--- src/rtl/is_pkg_uart_controller.sv ---
// is_pkg_uart_controller: shared UART controller types and widths.
// Also carries the TX feeder launch-state encoding.
package is_pkg_uart_controller;

    localparam int DATA_W = 8;

    typedef enum logic [1:0] {
        IDLE = 2'd0,
        STRB = 2'd1,
        WAIT = 2'd2
    } feeder_state_t;

endpackage

--- src/rtl/is_uart_tx_feeder_if.sv ---
// is_uart_tx_feeder_if: host write handshake plus TX FSM launch bus.
// The slave modport is the feeder; the master modport drives bytes and the TX ready flag.
interface is_uart_tx_feeder_if;
    import is_pkg_uart_controller::*;

    logic              wr_valid_i;
    logic [DATA_W-1:0] wr_data_i;
    logic              wr_ready_o;
    logic              tx_rdy_r_i;
    logic              tx_rdy_t_o;
    logic [DATA_W-1:0] tx_data_o;

    modport master (
        output wr_valid_i, wr_data_i, tx_rdy_r_i,
        input  wr_ready_o, tx_rdy_t_o, tx_data_o
    );

    modport slave (
        input  wr_valid_i, wr_data_i, tx_rdy_r_i,
        output wr_ready_o, tx_rdy_t_o, tx_data_o
    );

endinterface

--- src/rtl/is_sync_fifo.sv ---
// is_sync_fifo: single-clock byte FIFO with push/pop/flush and occupancy.
// Flush wins over push and pop in the same edge; read data is the current head, unregistered.
module is_sync_fifo #(
    parameter  int DEPTH  = 16,
    parameter  int DATA_W = 8,
    localparam int PTR_W  = $clog2(DEPTH)
) (
    input  logic              clk_i,
    input  logic              rst_i,
    input  logic              push_i,
    input  logic              pop_i,
    input  logic              flush_i,
    input  logic [DATA_W-1:0] wdata_i,
    output logic [DATA_W-1:0] rdata_o,
    output logic [PTR_W:0]    level_o,
    output logic              full_o,
    output logic              empty_o
);

    logic [DATA_W-1:0] mem_q [DEPTH];
    logic [PTR_W-1:0]  wr_ptr_q, wr_ptr_d, rd_ptr_q, rd_ptr_d;
    logic [PTR_W:0]    level_q, level_d;
    logic              push_ok, pop_ok;

    assign full_o  = level_q == (PTR_W+1)'(DEPTH);
    assign empty_o = level_q == '0;
    assign push_ok = push_i & ~full_o & ~flush_i;
    assign pop_ok  = pop_i & ~empty_o & ~flush_i;
    assign rdata_o = mem_q[rd_ptr_q];
    assign level_o = level_q;

    // pointers wrap naturally because DEPTH is a power of two
    always_comb begin
        wr_ptr_d = wr_ptr_q + PTR_W'(push_ok);
        rd_ptr_d = flush_i ? wr_ptr_q : rd_ptr_q + PTR_W'(pop_ok);
        level_d  = flush_i ? '0 : level_q + (PTR_W+1)'(push_ok) - (PTR_W+1)'(pop_ok);
    end

    always_ff @(posedge clk_i) begin
        if (push_ok) mem_q[wr_ptr_q] <= wdata_i;
    end

    always_ff @(posedge clk_i or posedge rst_i) begin
        if (rst_i) begin
            wr_ptr_q <= '0;
            rd_ptr_q <= '0;
            level_q  <= '0;
        end else begin
            wr_ptr_q <= wr_ptr_d;
            rd_ptr_q <= rd_ptr_d;
            level_q  <= level_d;
        end
    end

endmodule

--- src/rtl/is_uart_tx_feeder.sv ---
// is_uart_tx_feeder: byte FIFO plus one-at-a-time launch controller for the UART TX FSM.
// Optional IS_UART_TX_CTS_EN adds cts_n_i flow control on new launches.
module is_uart_tx_feeder
    import is_pkg_uart_controller::*;
#(
    parameter  int DEPTH = 16,
    localparam int PTR_W = $clog2(DEPTH)
) (
    input  logic                clk_i,
    input  logic                rst_i,
    is_uart_tx_feeder_if.slave  bus,
    input  logic                flush_i,
`ifdef IS_UART_TX_CTS_EN
    input  logic                cts_n_i,
`endif
    output logic                busy_o,
    output logic [PTR_W:0]      level_o
);

    feeder_state_t     state_q, state_d;
    logic              strb_q, strb_d, busy_q, busy_d, rdy_q;
    logic [DATA_W-1:0] data_q, data_d, head;
    logic              full, empty, push, launch, done, cts_ok;

    assign bus.wr_ready_o = ~full & ~flush_i & ~rst_i;
    assign push           = bus.wr_valid_i & bus.wr_ready_o;
    assign done           = bus.tx_rdy_r_i & ~rdy_q;

`ifdef IS_UART_TX_CTS_EN
    logic [1:0] cts_q;
    always_ff @(posedge clk_i or posedge rst_i) begin
        if (rst_i) cts_q <= 2'b11;
        else       cts_q <= {cts_q[0], cts_n_i};
    end
    assign cts_ok = ~cts_q[1];
`else
    assign cts_ok = 1'b1;
`endif

    // a flush in the same edge suppresses the pop, so nothing is launched
    assign launch = (state_q == IDLE) & ~empty & ~flush_i & cts_ok;

    is_sync_fifo #(.DEPTH(DEPTH), .DATA_W(DATA_W)) u_fifo (
        .clk_i   (clk_i),
        .rst_i   (rst_i),
        .push_i  (push),
        .pop_i   (launch),
        .flush_i (flush_i),
        .wdata_i (bus.wr_data_i),
        .rdata_o (head),
        .level_o (level_o),
        .full_o  (full),
        .empty_o (empty)
    );

    always_comb begin
        state_d = state_q;
        strb_d  = 1'b0;
        data_d  = data_q;
        busy_d  = busy_q;
        case (state_q)
            IDLE: if (launch) begin
                state_d = STRB;
                strb_d  = 1'b1;
                data_d  = head;
                busy_d  = 1'b1;
            end
            STRB: state_d = WAIT;
            WAIT: if (done) begin
                state_d = IDLE;
                busy_d  = 1'b0;
            end
            default: state_d = IDLE;
        endcase
    end

    always_ff @(posedge clk_i or posedge rst_i) begin
        if (rst_i) begin
            state_q <= IDLE;
            strb_q  <= 1'b0;
            data_q  <= '0;
            busy_q  <= 1'b0;
            rdy_q   <= 1'b0;
        end else begin
            state_q <= state_d;
            strb_q  <= strb_d;
            data_q  <= data_d;
            busy_q  <= busy_d;
            rdy_q   <= bus.tx_rdy_r_i;
        end
    end

    assign bus.tx_rdy_t_o = strb_q;
    assign bus.tx_data_o  = data_q;
    assign busy_o         = busy_q;

endmodule

--- src/flat_wrapper.sv ---
// flat-port wrapper written by rule: the top's interface ports become plain ports
module is_uart_tx_feeder_flat import is_pkg_uart_controller::*;
#(
    parameter  int DEPTH = 16,
    localparam int PTR_W = $clog2(DEPTH)
)
  (clk_i, rst_i, flush_i, busy_o, level_o, bus_wr_valid_i, bus_wr_data_i, bus_tx_rdy_r_i, bus_wr_ready_o, bus_tx_rdy_t_o, bus_tx_data_o);
  is_uart_tx_feeder_if bus_i ();
  input  logic clk_i;
  input  logic rst_i;
  input  logic flush_i;
  output logic busy_o;
  output logic [PTR_W:0] level_o;
  input wire logic [$bits(bus_i.wr_valid_i)-1:0] bus_wr_valid_i;
  input wire logic [$bits(bus_i.wr_data_i)-1:0] bus_wr_data_i;
  input wire logic [$bits(bus_i.tx_rdy_r_i)-1:0] bus_tx_rdy_r_i;
  output wire logic [$bits(bus_i.wr_ready_o)-1:0] bus_wr_ready_o;
  output wire logic [$bits(bus_i.tx_rdy_t_o)-1:0] bus_tx_rdy_t_o;
  output wire logic [$bits(bus_i.tx_data_o)-1:0] bus_tx_data_o;
  assign bus_i.wr_valid_i = bus_wr_valid_i;
  assign bus_i.wr_data_i = bus_wr_data_i;
  assign bus_i.tx_rdy_r_i = bus_tx_rdy_r_i;
  assign bus_wr_ready_o = bus_i.wr_ready_o;
  assign bus_tx_rdy_t_o = bus_i.tx_rdy_t_o;
  assign bus_tx_data_o = bus_i.tx_data_o;
  is_uart_tx_feeder #(.DEPTH(DEPTH)) u_core (.clk_i(clk_i), .rst_i(rst_i), .bus(bus_i), .flush_i(flush_i), .busy_o(busy_o), .level_o(level_o));
endmodule
--- config.mk ---
export PLATFORM = sky130hd
export DESIGN_NAME = is_uart_tx_feeder_flat
export DESIGN_NICKNAME = d
export VERILOG_FILES = /design/src/rtl/is_pkg_uart_controller.sv /design/src/rtl/is_uart_tx_feeder_if.sv /design/src/rtl/is_sync_fifo.sv /design/src/rtl/is_uart_tx_feeder.sv /design/src/flat_wrapper.sv
export SDC_FILE = /design/constraint.sdc
export NUM_CORES = 1
export LEC_CHECK = 0
export CAP_MARGIN = 20
export CORE_MARGIN = 3
export CORE_UTILIZATION = 55
export DETAILED_ROUTE_END_ITERATION = 7
export GPL_ROUTABILITY_DRIVEN = 0
export PLACE_DENSITY_LB_ADDON = 0.1
export SETUP_SLACK_MARGIN = 0.02
export SKIP_LAST_GASP = 1
export SLEW_MARGIN = 20
export SYNTH_ARGS = -nofsm -noshare
export SYNTH_HDL_FRONTEND = slang
export SYNTH_HIERARCHICAL = 1
export SYNTH_SLANG_ARGS = --single-unit
--- constraint.sdc ---
create_clock -name clk_i -period 4 [get_ports clk_i]
set_input_delay 0.6 -clock clk_i [delete_from_list [all_inputs] [get_ports clk_i]]
set_output_delay 0.6 -clock clk_i [all_outputs]
set_load 0.02 [all_outputs]
-- Word-level counts from Yosys, hierarchy flattened
Memories as Yosys holds them, arrays and structs flattened. A register that Yosys moved wholly into a read port is not among the register bits.
Index checks and enable logic that the tools add are counted.
Widths: inputs -> output; s select.
- output and inout bits: 16
- memories kept: 1
- bits in writable memories: 128
- bits in registers: 18
- input bits: 13
- logic and storage cells: 50
- memories (name ; words ; bits a word ; read ports ; clocked after Yosys merged registers in ; wr ports ; line ; source):
    u_core.u_fifo.mem_q ; 16 ; 8 ; 1 ; 1 ; 1 ; is_sync_fifo.sv:20 ; logic [DATA_W-1:0] mem_q [DEPTH];
- reductions and logical operators: 6
- add/sub/neg operators: 4
- multiplexer cells: 12
- bitwise logic cells: 15
- equal/unequal tests: 5
- operators with widths (kind ; number):
    $and 1x1->1 ; 10
    $add 4x1->4 ; 2
    $mux 1 ; 6
    $pmux 2 s3 ; 1
    $add 5x1->5 ; 1
    $eq 5x5->1 const B ; 1
    $logic_not 5->1 ; 1
    $mux 5 ; 1
    $not 1->1 ; 5
    $sub 5x1->5 ; 1
    $mux 2 ; 2
    $mux 4 ; 1
    $reduce_and 2->1 ; 2
    $reduce_and 3->1 ; 1
    $eq 2x1->1 const B ; 1
    $eq 2x2->1 const B ; 1
    $logic_not 2->1 ; 1
    $ne 2x1->1 const B ; 1
    $ne 2x2->1 const B ; 1
    $pmux 1 s2 ; 1
    $reduce_bool 2->1 ; 1

-- Depth between registers and ports, before layout
- word-level depth: 10
- gate-level depth with buffers: 16
- depth with buffers taken out: 16

-- Modules after synthesis
The synthesis kept the hierarchy.
- by module, submodules not included (module ; seq. area each (µm²) ; instances ; cells each ; area an instance (µm²)):
    is_sync_fifo ; 4169.0 ; 1 ; 288 ; 5725.5
    is_uart_tx_feeder ; 325.3 ; 1 ; 33 ; 508.0

-- Least setup slack after synthesis
Ideal clock, no wire load.
- kind: reg-to-reg
- start: register u_core.u_fifo.level_q[2] (netlist: u_core/u_fifo/level_o[2])
- end: register u_core.u_fifo.level_q[4] (netlist: u_core/u_fifo/level_o[4])
- stages on the path, launching flop included: 17
- data arrival time: 3.385 ns
- setup time: 0.134 ns
- period minus slack after synthesis: 3.520 ns
- required time: 3.866 ns
- slack: 0.480 ns
- path buffers: 0
- cells stage by stage: dfrtp_1 -> inv_1 -> ha_1 -> and4bb_2 -> nor3_1 -> and2_1 -> nor3b_4 -> inv_1 -> ha_1 -> inv_1 -> ha_1 -> inv_1 -> fa_1 -> nor2b_1 -> o21bai_1 -> a21oi_1 -> nor3b_1
- longest elaborated chain between the ends: 10
- elaborated cells between the ends (all ways): 16
- those cells by class: 2 x add/sub; 1 x eq/ne; 1 x mux; 11 x bitwise; 1 x reduce/logical
- RTL lines (element ; line ; source):
    start: declaration ; is_sync_fifo.sv:22 ; logic [PTR_W:0] level_q, level_d;
    start signal: assignment ; is_sync_fifo.sv:51 ; level_q <= level_d;
    $eq 5x5->1 ; is_sync_fifo.sv:25 ; assign full_o = level_q == (PTR_W+1)'(DEPTH);
    named net u_core.full ; is_uart_tx_feeder.sv:23 ; logic full, empty, push, launch, done, cts_ok;
    $not 1->1 ; is_uart_tx_feeder.sv:25 ; assign bus.wr_ready_o = ~full & ~flush_i & ~rst_i;
    $and 1x1->1 (2 in series) ; is_uart_tx_feeder.sv:25 ;
    named net bus_wr_ready_o ; flat_wrapper.sv:17 ; output wire logic [$bits(bus_i.wr_ready_o)-1:0] bus_wr_ready_o;
    $and 1x1->1 ; is_uart_tx_feeder.sv:26 ; assign push = bus.wr_valid_i & bus.wr_ready_o;
    named net u_core.push ; is_uart_tx_feeder.sv:23 ;
    $and 1x1->1 (2 in series) ; is_sync_fifo.sv:27 ; assign push_ok = push_i & ~full_o & ~flush_i;
    $add 5x1->5 ; is_sync_fifo.sv:36 ; level_d = flush_i ? '0 : level_q + (PTR_W+1)'(push_ok) - (PTR_W+1)'(pop_ok);
    $sub 5x1->5 ; is_sync_fifo.sv:36 ;
    $mux 5 ; is_sync_fifo.sv:36 ;
    named net u_core.u_fifo.level_d[4] ; is_sync_fifo.sv:22 ;
The timed path passes the listed nets, and every way through them passes these cells.
A chain may end at the register's enable or synchronous reset.

-- Worst setup path in the final report
- start: register u_core.u_fifo.level_q[3] (netlist: u_core/u_fifo/level_o[3])
- end: register u_core.u_fifo.level_q[4] (netlist: u_core/u_fifo/level_o[4])
- longest elaborated chain between the ends: 10
- elaborated cells between the ends (all ways): 16
- those cells by class: 2 x add/sub; 1 x eq/ne; 1 x mux; 11 x bitwise; 1 x reduce/logical
- RTL lines (element ; line):
    $eq 5x5->1 ; is_sync_fifo.sv:25
    named net u_core.full ; is_uart_tx_feeder.sv:23
    $not 1->1 ; is_uart_tx_feeder.sv:25
    $and 1x1->1 (2 in series) ; is_uart_tx_feeder.sv:25
    $and 1x1->1 ; is_uart_tx_feeder.sv:26
    named net u_core.push ; is_uart_tx_feeder.sv:23
    $and 1x1->1 (2 in series) ; is_sync_fifo.sv:27
    $add 5x1->5 ; is_sync_fifo.sv:36
    $sub 5x1->5 ; is_sync_fifo.sv:36
    $mux 5 ; is_sync_fifo.sv:36
    named net u_core.u_fifo.level_d[4] ; is_sync_fifo.sv:22
The timed path passes the listed nets, and every way through them passes these cells.

==> flow_metrics.tcl <==
set metrics [dict create \
    nets 396 \
    die_h_um 112 \
    syn_avg_cell_area_um2 19.4 \
    cts.sinks 154 \
    io_pins 29 \
    power.density_nw_per_um2 649 \
    yosysTopAreaCell "edfxtp_1" \
    hold_violations 0 \
    vias 3002 \
    cts_buffer_depth 2 \
    grtUsageMet3_pct 5.93 \
    ys.flop_type "edfxtp_1" \
    syn_inst 321 \
    ant_nets 0 \
    crit_required_ns 4.33 \
    p_clk_share_pct 30.7 \
    synthTopCellsByArea "edfxtp_1 (62%), dfrtp_1 (10%), mux4_2 (6.5%)" \
    place_ws_ns 0.656 \
    die-area_um2 12600 \
    start_kind "register" \
    clkSlewWorstSetupHoldPaths_ns 0.06 \
    slew_headroom_pct 47.1 \
    clock_skew_ns 0.00654 \
    grt_use_met1_pct 27.3 \
    syn_area_um2 6230 \
    cts_made_buffers 17 \
    rsz0062_at_grt "no" \
    fp.dieW_um 112 \
    antenna_found_initial 0 \
    fillers 752 \
    timing.fmax_ghz 0.302 \
    worst_slack_ns 0.689 \
    sequentialPowerShare_pct 44.1 \
    p_sw_w 0.00141 \
    design_area_um2 7270 \
    fp.coreArea_um2 10900 \
    p_int_w 0.00330 \
    setup_viol 0 \
    ys_types 37 \
    dr.pass1.iters 4 \
    cts_tree "built" \
    gr-total-overflow 0 \
    syn2layout_area_growth_pct 16.6 \
    start_util_pct 57.0 \
    async_reset_ff_share_pct 16.9 \
    min_path_type "reg -> reg" \
    place.port_buffers 28 \
    seq_area_um2 4500 \
    slowest_stage "dfrtp_1" \
    maxCapViolCount 0 \
    path_class "reg -> reg" \
    place_area_um2 6720 \
    status "finished, final reports clean" \
    place_inst 493 \
    synth_edf_count 128 \
    p_leak_nw 2.51 \
    cts_root_buf "clkbuf_16" \
    worstPathMaxFanout 5 \
    ir_drop_v 0.000364 \
    drive_gt1_share_pct 20.8 \
    syn-num-nets 345 \
    holdBufCountCts 0 \
    dp_hpwl_um 7130 \
    busiest_layer "met2" \
    ys_ff_latch 154 \
    cp_common_cell "inv_1" \
    crit_path_end_kind "register" \
    grtUsageTotal_pct 19.7 \
    post-route-min-period_ns 3.31 \
    reg2reg_setup_slack_ns 0.69 \
    grt_pass1_vias 3100 \
    post_cts_buffers 0 \
    synth_top_cell_area_share_pct 61.7 \
    drv_slew 0 \
    synth_sequential_area_ratio_pct 72.1 \
    synth_most_common_cell "edfxtp_1" \
    h-tree-depth 4 \
    synthTopCellsByCount "edfxtp_1 (128), dfrtp_1 (26), mux4_2 (18)" \
    path_cells "inv_1 -> ha_1 -> and4bb_2 -> nor3_1 -> and2_1 -> nor3b_4 -> inv_1 -> ha_1 -> inv_1 -> ha_1 -> inv_1 -> fa_1 -> nor2b_1 -> o21bai_1 -> nand3_1 -> nor3b_1" \
    critPathArrivalTime_ns 3.64 \
    num_rows 38 \
    wire_per_inst_um 21.7 \
    tightest_slew_ns 0.791 \
    tns_ns 0 \
    insertion_delay_ns 0.42 \
    cpPeakStageDelay_ns 0.39 \
    drt_iter0_drc 180 \
    drc 0 \
    met2_usage_pct 29.9 \
    multi_input_area_um2 1600 \
    switching_share_pct 29.9 \
    diodes 0 \
    combPwrFrac_pct 25.1 \
    grt_max_degree 35 \
    grt_pass1_wl_um 17800 \
    period_share_pct 82.8 \
    vias_per_cell 5.72 \
    final_cells 525 \
    routed_wl_um 11400 \
    cts_resized 0 \
    yosys_warnings 6 \
]
stage by stage:
| stage | total power (W) | utilization (%) | hold slack [ns] |
|---|---|---|---|
| 2_1_floorplan | 0.00292 | - | 0.477 |
| 3_3_place_gp | 0.00330 | 61.5 | 0.461 |
| 3_5_place_dp | 0.00331 | 61.5 | 0.471 |
| 4_1_cts | 0.00477 | 66.4 | 0.486 |
| 5_1_grt | 0.00495 | 66.4 | 0.515 |
| 6_report | 0.00472 | 66.4 | 0.483 |
flip-flops by register name, summed over array words and instances (netlist names):
| name | cells |
|---|---|
| u_core/bus.tx_data_o | 8 |
| u_core/bus.tx_rdy_t_o | 1 |
| u_core/busy_o | 1 |
| u_core/rdy_q | 1 |
| u_core/state_q | 2 |
| u_core/u_fifo/level_o | 5 |
| u_core/u_fifo/mem_q | 128 |
| u_core/u_fifo/rd_ptr_q | 4 |
| u_core/u_fifo/wr_ptr_q | 4 |
power groups by stage:
stage / clock network [W] / logic, W / registers (W)
floorplan: 0 / 0.000858 / 0.00206
global placement: 0 / 0.00118 / 0.00212
detailed placement: 0 / 0.00119 / 0.00212
CTS: 0.00148 / 0.00120 / 0.00209
global route: 0.00156 / 0.00127 / 0.00212
finish: 0.00145 / 0.00119 / 0.00208
final cells by class:
class                           instances  share of cell area, %
Sequential cell                       154                   61.9
Tap cell                              140                   2.41
Multi-Input combinational cell        144                   22.1
Clock inverter                         14                   1.60
Timing Repair Buffer                   45                   5.61
Clock buffer                           18                   5.91
Inverter                               10                  0.517
critical path: cells and delay by family (launching register included):
kind	cells	cell delay [ns]
AOI/OAI and AO/OA	1	0.10
buffers and inverters	4	0.36
adders and majority gates	4	1.05
and+or+nand+nor	7	1.32
DFF	1	0.39
cells by family (layout without fill, tap and decap cells):
group / after synthesis / count (layout) / share of synthesized area [%]
adders and majority gates: 11 / 11 / 2.33
DFF: 154 / 154 / 72.1
AOI/OAI and AO/OA: 24 / 24 / 2.69
buffers and inverters: 23 / 87 / 2.19
muxes: 42 / 42 / 14.2
xor gates and xnor gates: 6 / 6 / 0.843
and+or+nand+nor: 61 / 61 / 5.64
final timing paths:
check	start	end	cells past startpoint
worst max-delay path	u_core/u_fifo/level_o[3]$_DFF_PP0_	u_core/u_fifo/level_o[4]$_DFF_PP0_	16
worst min-delay path	u_core/busy_o$_DFFE_PP0P_	u_core/busy_o$_DFFE_PP0P_	1
worst max register to register	u_core/u_fifo/level_o[3]$_DFF_PP0_	u_core/u_fifo/level_o[4]$_DFF_PP0_	16
worst min register to register	u_core/busy_o$_DFFE_PP0P_	u_core/busy_o$_DFFE_PP0P_	1
max in group asynchronous	rst_i	u_core/u_fifo/rd_ptr_q[0]$_DFF_PP0_	2
min in group asynchronous	rst_i	u_core/busy_o$_DFFE_PP0P_	2
layer usage:
metal  part of all wire [%]  up-vias
li1                       -     1398
met1                     44     1522
met2                     49       69
met3                    5.2       13
met4                    1.6        0
met5                      0        -
layout by cell type, fill, tap and decap left out, drive strengths merged, types with 4 or more instances in the layout:
master / count
edfxtp: 128
dfrtp: 26
clkbuf: 18
mux2: 10
inv: 14
ha: 10
nor2b: 5
clkdlybuf4s50: 28
clkinv: 7
nor2: 13
nor3: 8
a22oi: 16
mux4: 32
buf: 17
nor4: 4
nand2: 13
(Power assumes the default switching activity.)
